==> config.mk <==
export PLATFORM = sky130hd
export DESIGN_NAME = id_ex_pipe
export DESIGN_NICKNAME = d
export VERILOG_FILES = /design/src/rtl/id_ex_pipe.sv
export SDC_FILE = /design/constraint.sdc
export NUM_CORES = 1
export LEC_CHECK = 0
export ABC_AREA = 1
export CAP_MARGIN = 40
export CORE_UTILIZATION = 37
export CTS_CLUSTER_SIZE = 14
export DETAILED_ROUTE_END_ITERATION = 7
export PLACE_DENSITY_LB_ADDON = 0.3
export SKIP_CTS_REPAIR_TIMING = 1
export SLEW_MARGIN = 15
export SYNTH_ARGS = -nofsm -noshare
export SYNTH_HDL_FRONTEND = slang
export SYNTH_SLANG_ARGS = --single-unit
export TNS_END_PERCENT = 10
==> constraint.sdc <==
create_clock -name clk_i -period 1.35 [get_ports clk_i]
set_clock_uncertainty 0.15 [all_clocks]
set_input_delay 0.27 -clock clk_i [delete_from_list [all_inputs] [get_ports clk_i]]
set_output_delay 0.27 -clock clk_i [all_outputs]
set_load 0.03 [all_outputs]
==> src/rtl/id_ex_pipe.sv <==
// ID/EX pipeline register with load-use hazard detection, branch flush and global hold.
// Optional bubble counter output bubble_cnt_o is enabled by defining ID_EX_PERF_EN.
module id_ex_pipe #(
   parameter int DATA_W = 32,
   parameter int REG_AW = 5
) (
   input  logic              clk_i,
   input  logic              rst_i,
   input  logic              hold_i,
   input  logic              flush_i,
   input  logic [REG_AW-1:0] id_rs_i,
   input  logic [REG_AW-1:0] id_rt_i,
   input  logic [REG_AW-1:0] id_rd_i,
   input  logic [DATA_W-1:0] id_data1_i,
   input  logic [DATA_W-1:0] id_data2_i,
   input  logic [DATA_W-1:0] id_imm_i,
   input  logic [8:0]        id_ctrl_i,
   output logic              stall_o,
   output logic              ex_valid_o,
   output logic [REG_AW-1:0] ex_rs_o,
   output logic [REG_AW-1:0] ex_rt_o,
   output logic [REG_AW-1:0] ex_rd_o,
   output logic [DATA_W-1:0] ex_data1_o,
   output logic [DATA_W-1:0] ex_data2_o,
   output logic [DATA_W-1:0] ex_imm_o,
`ifdef ID_EX_PERF_EN
   output logic [31:0]       bubble_cnt_o,
`endif
   output logic [7:0]        ex_ctrl_o
);

   // Bit position of MemRead within ex_ctrl_o (id_ctrl_i shifted right by one).
   localparam int MEMREAD_BIT = 5;

   logic uses_rt;
   logic rt_match;
   logic hazard;

   assign uses_rt  = id_ctrl_i[0];
   assign rt_match = (ex_rt_o == id_rs_i) | (uses_rt & (ex_rt_o == id_rt_i));
   assign hazard   = ex_valid_o & ex_ctrl_o[MEMREAD_BIT] & (ex_rt_o != '0) & rt_match;

   // Reset clears ex_valid_o, so hazard and stall_o are already 0 in reset.
   assign stall_o = hazard & ~flush_i & ~hold_i;

   always_ff @(posedge clk_i or negedge rst_i) begin
      if (!rst_i) begin
         ex_valid_o <= 1'b0;
         ex_rs_o    <= '0;
         ex_rt_o    <= '0;
         ex_rd_o    <= '0;
         ex_data1_o <= '0;
         ex_data2_o <= '0;
         ex_imm_o   <= '0;
         ex_ctrl_o  <= '0;
      end else if (hold_i) begin
         // NOTE: holding a value in a clocked block is just a flop enable; no latch results.
         ex_valid_o <= ex_valid_o;
      end else if (flush_i || hazard) begin
         ex_valid_o <= 1'b0;
         ex_rs_o    <= '0;
         ex_rt_o    <= '0;
         ex_rd_o    <= '0;
         ex_data1_o <= '0;
         ex_data2_o <= '0;
         ex_imm_o   <= '0;
         ex_ctrl_o  <= '0;
      end else begin
         ex_valid_o <= 1'b1;
         ex_rs_o    <= id_rs_i;
         ex_rt_o    <= id_rt_i;
         ex_rd_o    <= id_rd_i;
         ex_data1_o <= id_data1_i;
         ex_data2_o <= id_data2_i;
         ex_imm_o   <= id_imm_i;
         ex_ctrl_o  <= id_ctrl_i[8:1];
      end
   end

`ifdef ID_EX_PERF_EN
   // Only hazard bubbles count; flush has priority, so a flushed hazard is not counted.
   always_ff @(posedge clk_i or negedge rst_i) begin
      if (!rst_i) begin
         bubble_cnt_o <= '0;
      end else if (!hold_i && !flush_i && hazard) begin
         bubble_cnt_o <= bubble_cnt_o + 32'd1;
      end
   end
`endif

endmodule

==> results of run 1 <==
[layer usage]
metal  vias up  track usage (%)  share of wire [%]
met2       198             35.8                 51
met5         -                0                  0
li1       2330                -                  -
met3        52             5.28                5.5
met1      2285             23.8                 38
met4         0             14.3                5.6
[per-stage QoR]
stage | setup TNS (ps) | hold WS (ps) | util [%] | instances | cell area, sq um
after floorplan | -21230 | -176 | - | 576 | 5040
after global placement | -75450 | 153 | 58.3 | 979 | 7470
after detailed placement | -80290 | 158 | 58.3 | 979 | 7470
after CTS | -46630 | -278 | 62.9 | 1010 | 8070
after global routing | -63380 | 235 | 67.1 | 1013 | 8610
final | -47720 | 233 | 67.1 | 1013 | 8610
[logic make-up (layout without fill, tap and decap cells)]
| family | count (synthesis) | count (layout) | synth area share, % |
|---|---|---|---|
| xor+xnor | 1 | 1 | 0.177 |
| buf+inv | 54 | 319 | 5.71 |
| flops | 120 | 120 | 60.6 |
| simple gates | 401 | 401 | 33.5 |
[worst reg2reg max path, delay by kind of cell, from the launching register on]
family	cells	cell delay (ps)
flip-flops	1	440
buffers and inverters	2	470
AND/OR/NAND/NOR	8	680
[layout make-up]
class                   count  area share [%]
inverters                  14           0.610
clock inverters             8            1.40
flip-flops and latches    120            35.0
clock buffers              23            5.55
repair buffers            274            34.3
multi-input cells         402            20.7
well taps                 172            2.50
[flip-flops by register name (all words and copies together) (netlist names)]
| signal | cells |
|---|---|
| ex_data2_o | 32 |
| ex_imm_o | 32 |
| ex_rs_o | 5 |
| ex_ctrl_o | 8 |
| ex_rt_o | 5 |
| ex_valid_o | 1 |
| ex_rd_o | 5 |
| ex_data1_o | 32 |
[final timing paths]
kind                                              end  slack, ps  cells past startpoint
setup reg to reg            ex_data1_o[5]$_DFFE_PN0N_       -450                     10
hold reg to reg            ex_data2_o[20]$_DFFE_PN0N_        350                      2
max in group asynchronous      ex_rt_o[4]$_DFFE_PN0N_        470                      3
min in group asynchronous  ex_data1_o[12]$_DFFE_PN0N_        280                      3
hold / removal               ex_ctrl_o[3]$_DFFE_PN0N_        230                      4
setup / recovery                              stall_o       -740                      9
[power groups by stage]
stage / Combinational, mW / Clock (mW) / Sequential (mW)
after global routing: 2.41 / 4.79 / 4.14
after floorplan: 0.407 / 0 / 4.66
after global placement: 2.05 / 0 / 4.10
after CTS: 2.08 / 4.60 / 4.06
final: 2.26 / 4.50 / 4.11
after detailed placement: 2.08 / 0 / 4.11
[cell usage in the layout (no fill, tap or decap)]
master / n
clkinv_2: 3
clkbuf_1: 3
nand4_1: 1
xnor2_1: 1
buf_4: 19
nand3_1: 108
nand2_2: 6
buf_6: 123
clkdlybuf4s50_1: 121
nor2_2: 1
inv_1: 9
bufinv_16: 3
clkbuf_8: 3
buf_12: 10
dlygate4sd3_1: 1
dfrtp_1: 115
nand2_1: 262
nand2_4: 1
nor3_4: 1
clkbuf_16: 17
clkinvlp_4: 2
dfrtp_2: 5
nand3_2: 14
nor2_4: 1
nor2_1: 6
inv_2: 5
==> results_dict.tcl, run 1 <==
set metrics [dict create \
    p_int_mw 7.99 \
    most_frequent_cell_after_synthesis "nand2_1" \
    sequential_power_share_pct 37.8 \
    cts_root_buf "clkbuf_16" \
    post-place-ws_ps -720 \
    finalMaxSlewViolations 0 \
    switchingPower_mw 2.88 \
    relative_area_change_from_synthesis_to_final_layout_pct 73.7 \
    antenna_cells_inserted 0 \
    register_area_sq_um 3010 \
    setup-violations-final 212 \
    layout.nets 953 \
    power.density_cell_area_nw_per_um2 1260 \
    number_of_antenna_violations_at_the_first_check_in_global_routing 0 \
    path_clk_slew_ps 50 \
    timing.final.crit_share_pct 155 \
    cpPeakStageDelay_ps 410 \
    netlist_area_sq_um 4960 \
    via_count_of_the_first_global_routing_pass 4762 \
    top_level_ports 245 \
    maxSlewHeadroom_pct 72.7 \
    worstPathRequired_ps 930 \
    grt_pass1_wl_mm 23.2 \
    route.final.wire_length_mm 14.8 \
    ys.flop_type "dfrtp_1" \
    critical-path-top-delay-family "simple AND/OR/NAND/NOR gates" \
    vias_per_std_cell 4.80 \
    clock_tree.buffer_depth 2 \
    timing_hold_violations_final 0 \
    cts_tree "yes" \
    ir_worst_vdd_mv 0.780 \
    die_width_um 118 \
    maximum_fanout_along_the_worst_path 4 \
    syn_inst 576 \
    worst_slack_setup_final_ps -742 \
    timing.critical_path.buf_inv 2 \
    power_switching_share_pct 26.5 \
    finalCriticalPeriod_ps 2090 \
    highest_clock_rate_mhz 478 \
    violations "setup timing" \
    route.vias.total 4865 \
    layout-drive-gt1-share_pct 25.4 \
    clock-sinks 120 \
    critPathSlowestCell "dfrtp_2" \
    critical_path.most_common_cell "nand2_1" \
    ys_top_cells_by_area "dfrtp_1 (61%), nand2_1 (20%), nand3_1 (12%), buf_6 (2.3%), clkbuf_1 (1.1%)" \
    worstSkewPairLatency_ps 400 \
    cts.htree.levels 4 \
    classification_of_the_worst_setup_path "reg -> out" \
    yosysWarningCount 0 \
    core_region_sq_um 12800 \
    share_of_synthesized_area_occupied_by_flip_flops_and_latches_pct 60.6 \
    total_power_mw 10.9 \
    sum_of_overflow_across_all_layers_after_global_routing 0 \
    endpoint_kind "primary output" \
    path_cells "inv_2 > nand2_1 > nand2_1 > nor2_1 > nand3_1 > nand2_2 > nand2_4 > nor3_4 > buf_6" \
    relative_contribution_of_combinational_cells_to_total_power_pct 20.8 \
    avgRoutedWirePerCell_um 14.6 \
    timing_worst_slew_pin_value_ps 410 \
    drcViolationCount 0 \
    cts_inserted_buffers 17 \
    pwr-share-clk_pct 41.4 \
    cp-startpoint "ex_rt_o[0]$_DFFE_PN0N_" \
    hp-start "hold_i" \
    netlist_top_cells_count "nand2_1 (269), nand3_1 (122), dfrtp_1 (120)" \
    route.antenna.remaining_nets 0 \
    drt_pre_antenna_iters 4 \
    port_buffers 244 \
    initial_core_util_pct 38.6 \
    grt_start_max_net_pins 62 \
    r2r_start "ex_rt_o[0]$_DFFE_PN0N_" \
    gr-usage-all-layers_pct 21.3 \
    nFillCells 1027 \
    postSynthRegisterBits 120 \
    netlist-cell-type-count 13 \
    grt_setup_unrepaired "yes" \
    hpwl_mm 10.3 \
    asyncSetResetFlopFracSynth_pct 100 \
    first_iter_violations 225 \
    synth_edf_count 0 \
    cellLeakagePower_nw 4.45 \
    fp.dieArea_sq_um 13900 \
    cp-start-kind "flip-flop" \
    multi_input_area_sq_um 1780 \
    num_rows 41 \
    postSynthAreaPerCell_sq_um 8.60 \
    synth_fp_nets 700 \
    finalWeightedCongestion 0.937 \
    chipHeight_um 118 \
    min_path_type "in -> reg" \
    synth_top_cell_by_area "dfrtp_1" \
    max_cap_viol_count 0 \
    worst-endpoint-arrival_ps 1670 \
    run_status "finished with violations" \
    netlist.area_leader.share_pct 60.6 \
]
(Power assumes the default switching activity.)
==> inputs of run 2 (changes only) <==
--- a/config.mk
+++ b/config.mk
@@ -8,7 +8,6 @@
 export ABC_AREA = 1
 export CAP_MARGIN = 40
 export CORE_UTILIZATION = 37
-export CTS_CLUSTER_SIZE = 14
 export DETAILED_ROUTE_END_ITERATION = 7
 export PLACE_DENSITY_LB_ADDON = 0.3
 export SKIP_CTS_REPAIR_TIMING = 1
==> results of run 2 <==
The final DEF is identical to that of run 1; final timing and power are the same.
